`src/rtl/mult_div_pkg.sv`:
```
// Shared encodings for the multiply/divide unit and the control unit that drives it.
// Pure declarations: no latency, no flow control.
package mult_div_pkg;

    typedef logic [2:0] state_t;

    localparam state_t ST_IDLE = 3'd0;
    localparam state_t ST_MULT = 3'd1;
    localparam state_t ST_DIV  = 3'd2;
    localparam state_t ST_FIX  = 3'd3;
    localparam state_t ST_DONE = 3'd4;

    localparam int DEF_WIDTH = 32;

    function automatic int cnt_width(input int w);
        return $clog2(w + 1);
    endfunction

    localparam int CNT_W = cnt_width(DEF_WIDTH);

endpackage

```
`src/rtl/mult_div_div_step.sv`:
```
// One restoring-division iteration on magnitudes; purely combinational, zero latency.
// No flow control: the caller decides when to register the result.
module mult_div_div_step #(
    parameter int WIDTH = 32
) (
    input  logic [WIDTH:0]   rem_in,
    input  logic [WIDTH-1:0] quo_in,
    input  logic [WIDTH-1:0] dvs,
    output logic [WIDTH:0]   rem_out,
    output logic [WIDTH-1:0] quo_out
);

    logic [WIDTH+1:0] shifted;
    logic [WIDTH+1:0] diff;

    // One guard bit above the remainder keeps the trial-subtract sign unambiguous.
    always_comb begin
        shifted = {rem_in, quo_in[WIDTH-1]};
        diff    = shifted - {2'b00, dvs};
        if (diff[WIDTH+1]) begin
            rem_out = shifted[WIDTH:0];
            quo_out = {quo_in[WIDTH-2:0], 1'b0};
        end else begin
            rem_out = diff[WIDTH:0];
            quo_out = {quo_in[WIDTH-2:0], 1'b1};
        end
    end

endmodule

```
`src/rtl/mult_div.sv`:
```
// Sequential signed Booth multiply / restoring divide; WIDTH+2 cycles start-to-done, 1 for divide-by-zero.
// No backpressure: starts are only accepted in IDLE and ignored while an operation is in flight.
module mult_div
    import mult_div_pkg::*;
#(
    parameter int WIDTH = 32
) (
    input  logic             clock,
    input  logic             reset,
    input  logic             mult_start,
    input  logic             div_start,
    input  logic [WIDTH-1:0] a_in,
    input  logic [WIDTH-1:0] b_in,
    output logic [WIDTH-1:0] hi_out,
    output logic [WIDTH-1:0] lo_out,
    output logic             busy,
    output logic             done,
    output logic             div_zero
);

    localparam int CW = cnt_width(WIDTH);

    state_t           state;
    state_t           state_nxt;
    logic [CW-1:0]    cnt;
    logic [WIDTH:0]   acc;       // Booth accumulator or division remainder
    logic [WIDTH-1:0] q;         // multiplier or quotient
    logic             q_m1;
    logic [WIDTH-1:0] opd;       // multiplicand or divisor magnitude
    logic             is_div;
    logic             sign_a;
    logic             sign_b;
    logic             dz;

    logic             last;
    logic [WIDTH:0]   m_ext;
    logic [WIDTH:0]   booth_sum;
    logic [WIDTH:0]   div_rem;
    logic [WIDTH-1:0] div_quo;

    assign last = (cnt == CW'(1));

    always_comb begin
        m_ext = {opd[WIDTH-1], opd};
        case ({q[0], q_m1})
            2'b01:   booth_sum = acc + m_ext;
            2'b10:   booth_sum = acc - m_ext;
            default: booth_sum = acc;
        endcase
    end

    mult_div_div_step #(.WIDTH(WIDTH)) u_div_step (
        .rem_in  (acc),
        .quo_in  (q),
        .dvs     (opd),
        .rem_out (div_rem),
        .quo_out (div_quo)
    );

    always_ff @(posedge clock or negedge reset) begin
        if (!reset) state <= ST_IDLE;
        else        state <= state_nxt;
    end

    always_comb begin
        state_nxt = state;
        case (state)
            ST_IDLE: begin
                if (mult_start)                         state_nxt = ST_MULT;
                else if (div_start && b_in == '0)      state_nxt = ST_DONE;
                else if (div_start)                     state_nxt = ST_DIV;
            end
            ST_MULT: if (last) state_nxt = ST_FIX;
            ST_DIV:  if (last) state_nxt = ST_FIX;
            ST_FIX:  state_nxt = ST_DONE;
            ST_DONE: state_nxt = ST_IDLE;
            default: state_nxt = ST_IDLE;
        endcase
    end

    always_comb begin
        busy     = (state == ST_MULT) || (state == ST_DIV) || (state == ST_FIX);
        done     = (state == ST_DONE);
        div_zero = (state == ST_DONE) && dz;
    end

    always_ff @(posedge clock or negedge reset) begin
        if (!reset) begin
            cnt    <= '0;
            acc    <= '0;
            q      <= '0;
            q_m1   <= 1'b0;
            opd    <= '0;
            is_div <= 1'b0;
            sign_a <= 1'b0;
            sign_b <= 1'b0;
            dz     <= 1'b0;
            hi_out <= '0;
            lo_out <= '0;
        end else begin
            case (state)
                ST_IDLE: begin
                    if (mult_start) begin
                        opd    <= a_in;
                        q      <= b_in;
                        acc    <= '0;
                        q_m1   <= 1'b0;
                        cnt    <= CW'(WIDTH);
                        is_div <= 1'b0;
                        dz     <= 1'b0;
                    end else if (div_start) begin
                        opd    <= b_in[WIDTH-1] ? -b_in : b_in;
                        q      <= a_in[WIDTH-1] ? -a_in : a_in;
                        acc    <= '0;
                        sign_a <= a_in[WIDTH-1];
                        sign_b <= b_in[WIDTH-1];
                        cnt    <= CW'(WIDTH);
                        is_div <= 1'b1;
                        dz     <= (b_in == '0);
                    end
                end
                ST_MULT: begin
                    acc  <= {booth_sum[WIDTH], booth_sum[WIDTH:1]};
                    q    <= {booth_sum[0], q[WIDTH-1:1]};
                    q_m1 <= q[0];
                    cnt  <= cnt - 1'b1;
                end
                ST_DIV: begin
                    acc <= div_rem;
                    q   <= div_quo;
                    cnt <= cnt - 1'b1;
                end
                ST_FIX: begin
                    if (is_div) begin
                        lo_out <= (sign_a ^ sign_b) ? -q : q;
                        hi_out <= sign_a ? -acc[WIDTH-1:0] : acc[WIDTH-1:0];
                    end else begin
                        hi_out <= acc[WIDTH-1:0];
                        lo_out <= q;
                    end
                end
                default: ;
            endcase
        end
    end

endmodule

```
`config.mk`:
```
export PLATFORM = sky130hd
export DESIGN_NAME = mult_div
export DESIGN_NICKNAME = d
export VERILOG_FILES = /design/src/rtl/mult_div_pkg.sv /design/src/rtl/mult_div_div_step.sv /design/src/rtl/mult_div.sv
export SDC_FILE = /design/constraint.sdc
export NUM_CORES = 1
export LEC_CHECK = 0
export BUFFER_PORTS_ARGS = -buffer_cell sky130_fd_sc_hd__buf_4
export CAP_MARGIN = 20
export CORE_ASPECT_RATIO = 1.25
export CORE_MARGIN = 2
export CORE_UTILIZATION = 45
export DETAILED_ROUTE_END_ITERATION = 8
export SYNTH_ARGS = -nofsm -noshare
export SYNTH_HDL_FRONTEND = slang
export SYNTH_SLANG_ARGS = --single-unit
```
`constraint.sdc`:
```
create_clock -name clock -period 5 [get_ports clock]
set_input_delay 1 -clock clock [delete_from_list [all_inputs] [get_ports clock]]
set_output_delay 1 -clock clock [all_outputs]
set_load 0.05 [all_outputs]
```
==> flow_summary.ini, run 1 <==
[worst_setup_path]
critPathMaxFanout = 4
rr_worst_depth = 18
critPathBufInv = 1
endpoint_kind = flop
critPathArrivalTime_ns = 5.08
cp_num_cells = 18
crit_chain = or4_1 > or3_1 > nor4_2 > buf_4 > and3_2 > and3_4 > a41oi_1 > xnor2_1 > ha_1 > a2111oi_1 > o21a_1 > o21ai_1 > or4_1 > nor3_1 > nand4b_1 > mux2i_1 > a21oi_1 > o21ai_0
worstPathRequired_ns = 5.37
start_kind = flop
crit_slowest_cell = or4_1
critPathKind = flop to flop
crit_top_cell = or4_1
critPathMaxStageDelay_ns = 0.56
critPathTopFamily = simple AND/OR/NAND/NOR gates

[logic_synthesis]
synth_nets = 2003
synthTopCellsByCount = nand2_1, o21ai_0, dfrtp_1, nor2_1, xnor2_1
syn_area_mm2 = 0.0150
synth_edf_count = 0
synth.most_common_cell = nand2_1
syn_inst = 1861
yosys.area.top_type = dfrtp_1
yosysWarningCount = 0
synth_top_area_frac = 0.292
synth-seq-cells = 175
ys_dominant_reg_cell = dfrtp_1
ys_types = 77
async_reset_ff_frac = 1.00
seq_area_frac_synth = 0.292
syn_area_per_cell_um2 = 8.05
yosys-top-cells-area = dfrtp_1, xnor2_1, o21ai_0

[place]
dp_hpwl_um = 39100
gp_congestion = 0.941
io_buffer_count = 134

[die]
ios = 135
die_h_um = 208
fp.dieW_um = 167
core_mm2 = 0.0328
die_area_mm2 = 0.0348
start_util = 0.457
rows = 74

[global_routing]
grt_max_degree = 94
grt_pass1_wl_um = 78500
grt_pass1_vias = 14200
grt_usage = 0.288
antenna_found_initial = 0
grt.overflow.total = 0

[clock_tree]
root_buffer = clkbuf_16
htree_levels = 4
postCtsSetupRepairBufs = 0
clock_sinks = 175
cts.clk_slew.worst_paths_ns = 0.08
numCtsBuffers = 17
clkLatencyLatePin_ns = 0.46
clockBufferDepth = 2
cts_tree = done

[sta]
hold_viol = 0
tns_ns = 0
fin_skew_ns = 0.0234
hold-worst-slack_ns = 0.477
drv_slew = 0
slew_headroom = 0.371
setup-violations-final = 0
fin_crit_sh = 0.941
rsz0062_at_grt = no
max_freq_ghz = 0.213
final.min_clock_period_ns = 4.70
worst_slew_pin_slew_ns = 0.941

[hold_path]
hold_path_depth = 2
min_path_type = flop to flop

[drt]
wl_per_cell_um = 21.3
ant_nets = 0
first_pass_iters = 7
wl_um = 50400
route.vias.total = 14400
via_per_inst = 6.11
drt-initial-drc-count = 1176
drc = 8

[finish]
drive_above_1_share = 0.123
syn_to_final_growth_pct = 13.3
n_antenna_cell = 0
fill_cells = 3245
nets = 2071

[outcome]
violations = DRC
status = complete, but fails checks

[flow_run]
drv_cap = 0
worst paths after layout:
| kind | startpoint | endpoint | slack [ns] |
|---|---|---|---|
| setup / recovery | opd[7]$_DFFE_PN0P_ | acc[31]$_DFFE_PN0P_ | 0.30 |
| hold / removal | hi_out[12]$_DFFE_PN0N_ | hi_out[12]$_DFFE_PN0N_ | 0.48 |
| setup reg to reg | opd[7]$_DFFE_PN0P_ | acc[31]$_DFFE_PN0P_ | 0.30 |
| hold reg to reg | hi_out[12]$_DFFE_PN0N_ | hi_out[12]$_DFFE_PN0N_ | 0.48 |
| max in group asynchronous | reset | q[25]$_DFFE_PN0P_ | 3.45 |
| min in group asynchronous | reset | hi_out[4]$_DFFE_PN0N_ | 0.57 |
routing by layer:
metal / GRT usage / up-vias / part of all wire / routed length [µm]
met5: 0 / - / 0 / 0
li1: - / 6936 / - / -
met4: 0.140 / 0 / 0.049 / 2460
met2: 0.504 / 454 / 0.49 / 24800
met1: 0.350 / 6908 / 0.41 / 20800
met3: 0.0363 / 111 / 0.046 / 2290
area by class of cell:
type                       instances  area [µm²]  area share
clock buffer                      17         425      0.0251
inverter                          70         263      0.0155
clock inverter                    15         181      0.0107
multi-input combinational       1493        9890       0.583
tap                              418         523      0.0308
timing repair buffer             172        1310      0.0771
sequential                       175        4380       0.258
cell usage in the layout, fill, tap and decap left out, types with 32 or more instances in the layout:
cell type	count
o21ai_0	181
a22oi_1	48
buf_4	169
a21oi_1	132
mux2i_1	48
nor2_1	145
nand2_1	183
xnor2_1	142
a31oi_1	33
a21o_1	32
dfrtp_1	175
ha_1	72
inv_1	68
xor2_1	65
cells by family (layout without fill, tap and decap cells):
group,count (synthesis),after routing,share of synthesized area
AO/OA/AOI/OAI,628,628,0.268
multiplexers,53,53,0.0358
flip-flops,175,175,0.292
AND/OR/NAND/NOR,531,531,0.170
buffers and inverters,193,274,0.0496
XOR/XNOR,207,207,0.121
adder cells (fa/ha/maj),74,74,0.0628
worst reg2reg max path, delay by kind of cell, from the launching register on:
family / cells / cell delay, ns
compound gates: 6 / 0.97
xor+xnor: 1 / 0.26
fa+ha+maj: 1 / 0.29
buf+inv: 1 / 0.18
flops: 1 / 0.41
mux: 1 / 0.25
simple gates: 8 / 2.26
through the flow:
step	instance area, µm²	std cells	worst slack [ns]	utilization
detailed placement	16300	2327	0.275	0.499
CTS	17000	2359	0.254	0.517
global route	17000	2360	0.0123	0.518
floorplan	15000	1861	0.452	-
global placement	16300	2327	0.358	0.499
finish	17000	2360	0.297	0.518
registers in the layout, summed over array words and instances (netlist names):
signal	flops
opd	32
sign_a	1
state	3
cnt	6
dz	1
acc	33
is_div	1
q_m1	1
q	32
lo_out	32
hi_out	32
sign_b	1
what timing repair did:
| action | 4_1_cts | 5_1_grt |
|---|---|---|
| hold buffers | 0 | 0 |
| setup endpoints to repair | 0 | 2 |
| hold endpoints to repair | 0 | 0 |
| resized for setup | 0 | 4 |
Power of run 1 is left out: the tool's default activity adds up to more than one toggle a clock period on the data nets, which glitch-free logic cannot reach.
==> run 2, diff against run 1 <==
--- a/config.mk
+++ b/config.mk
@@ -5,12 +5,14 @@
 export SDC_FILE = /design/constraint.sdc
 export NUM_CORES = 1
 export LEC_CHECK = 0
+export ABC_CLOCK_PERIOD_IN_PS = 5000
 export BUFFER_PORTS_ARGS = -buffer_cell sky130_fd_sc_hd__buf_4
 export CAP_MARGIN = 20
 export CORE_ASPECT_RATIO = 1.25
 export CORE_MARGIN = 2
 export CORE_UTILIZATION = 45
 export DETAILED_ROUTE_END_ITERATION = 8
+export GPL_TIMING_DRIVEN = 0
 export SYNTH_ARGS = -nofsm -noshare
 export SYNTH_HDL_FRONTEND = slang
 export SYNTH_SLANG_ARGS = --single-unit
==> run 2 against run 1 <==
Compared with the run above:
- the run still ends with DRC left
- flip-flop and latch count did not move
- sequential share of layout area down 0.51 points
- clock-buffer cell count stayed put
- non-clock buffer count rose by 90
- first-iteration DRC count grew 5.7%
- critical endpoint is now acc[32]$_DFFE_PN0P_
- cell count up 3.8%
- routed wire length increased by 10%
- worst setup slack worse by 0.15 ns
- fmax down 3.1%
==> flow_summary.ini, run 2 (synthesized netlist as in run 1, its figures left out) <==
[outcome]
status = complete, but fails checks
violations = DRC

[clock_tree]
cts_tree = done
numCtsBuffers = 17
clock_sinks = 175
clockBufferDepth = 2
clkLatencyLatePin_ns = 0.46
htree_levels = 4
cts.clk_slew.worst_paths_ns = 0.08
root_buffer = clkbuf_16

[global_routing]
grt_max_degree = 117
grt_pass1_vias = 14700
grt.overflow.total = 0
grt_usage = 0.317
antenna_found_initial = 0
grt_pass1_wl_um = 85000

[finish]
n_antenna_cell = 0
final_cell_mix = nand2_1, o21ai_0, dfrtp_1
fin_area_mm2 = 0.0173
nets = 2161
final_common_cell = nand2_1
drive_above_1_share = 0.114
largest_reg_flops = 33
largest_register = acc
syn_to_final_growth_pct = 15.6

[die]
fp.dieW_um = 167
die_area_mm2 = 0.0348
core_mm2 = 0.0328
die_h_um = 208
rows = 74
start_util = 0.457
ios = 135

[worst_setup_path]
critPathMaxStageDelay_ns = 0.54
r2r-start = opd[7]$_DFFE_PN0P_
cp-startpoint = opd[7]$_DFFE_PN0P_
endpoint_kind = flop
worstPathRequired_ns = 5.40
crit_slowest_cell = or4_4
critPathMaxFanout = 7
critPathBufInv = 0
start_kind = flop
critPathKind = flop to flop
crit_top_cell = and3_4
critPathTopFamily = simple AND/OR/NAND/NOR gates
critPathArrivalTime_ns = 5.25
crit_chain = or4_4 > or3_4 > nor4_4 > and3_4 > and3_4 > a41oi_2 > xnor2_2 > ha_4 > a2111oi_4 > o21a_1 > o21ai_2 > or4_1 > nor3_2 > nand4b_1 > mux2i_1 > a21oi_1 > nand3_1

[drt]
wl_met1_um = 22000
wl_per_cell_um = 22.7
first_pass_iters = 9
route.met3.wl_um = 2840
route.vias.total = 15000
topRoutingLayerUsed = met4
drc = 8
via_per_inst = 6.12
wl_um = 55500
ant_nets = 0
wl_met2_um = 27300
drt-initial-drc-count = 1243

[place]
postPlaceCellArea_mm2 = 0.0165
io_buffer_count = 131
dp_hpwl_um = 44400
gp_congestion = 0.966

[sta]
final.min_clock_period_ns = 4.85
setup-violations-final = 0
max_freq_ghz = 0.206
hold_viol = 0
fin_crit_sh = 0.971
tns_ns = 0
slew_headroom = 0.248
fin_skew_ns = 0.0125
drv_slew = 0
worst_slew_pin_slew_ns = 1.12

[hold_path]
min_path_type = input pin to async pin

[flow_run]
drv_cap = 0
run 2: metal layers:
metal  up-vias  GRT usage
met2       537      0.554
met3       138     0.0418
met4         0      0.181
met1      7192      0.374
li1       7133          -
met5         -          0
run 2: repair_timing:
item                       CTS  global route
buffers inserted             0             9
hold buffers                 0             0
setup endpoints to repair   11            12
pin swaps                    1             7
resized for setup           14            18
run 2: stage by stage:
stage                      util  hold slack, ns  setup WS [ns]  instances
after CTS                 0.524           0.486       -0.00390       2442
after floorplan               -           0.464          0.452       1861
after detailed placement  0.504           0.471         -0.508       2412
final                     0.528           0.477          0.147       2449
after global routing      0.528           0.501        -0.0210       2449
after global placement    0.503           0.464         -0.484       2410
run 2: worst register-to-register path, cell delays in order (launching register included):
cell and delay, ns:
dfrtp_1 0.40, or4_4 0.54, or3_4 0.36, nor4_4 0.40
and3_4 0.27, and3_4 0.22, a41oi_2 0.15, xnor2_2 0.34
ha_4 0.29, a2111oi_4 0.39, o21a_1 0.20, o21ai_2 0.09
or4_1 0.42, nor3_2 0.12, nand4b_1 0.17, mux2i_1 0.26
a21oi_1 0.07, nand3_1 0.11
run 2: final cells by class:
cell class                 count  area, µm²
inverter                      70        263
clock buffer                  17        425
fill                        3220      15500
timing repair buffer         142       1090
sequential                   175       4380
tap                          418        523
buffer                       120        470
multi-input combinational   1493      10000
clock inverter                14        151
run 2: final timing paths:
check                                               to  slack [ns]  depth (start not counted)
worst max-delay path               acc[32]$_DFFE_PN0P_        0.15                         17
worst min-delay path             hi_out[4]$_DFFE_PN0N_        0.48                          1
worst max register to register     acc[32]$_DFFE_PN0P_        0.15                         17
worst min register to register  hi_out[12]$_DFFE_PN0N_        0.48                          2
max in group asynchronous            q[16]$_DFFE_PN0P_        3.55                          2
min in group clock              hi_out[12]$_DFFE_PN0N_        0.48                          2
Power of run 2 is left out for the same reason.
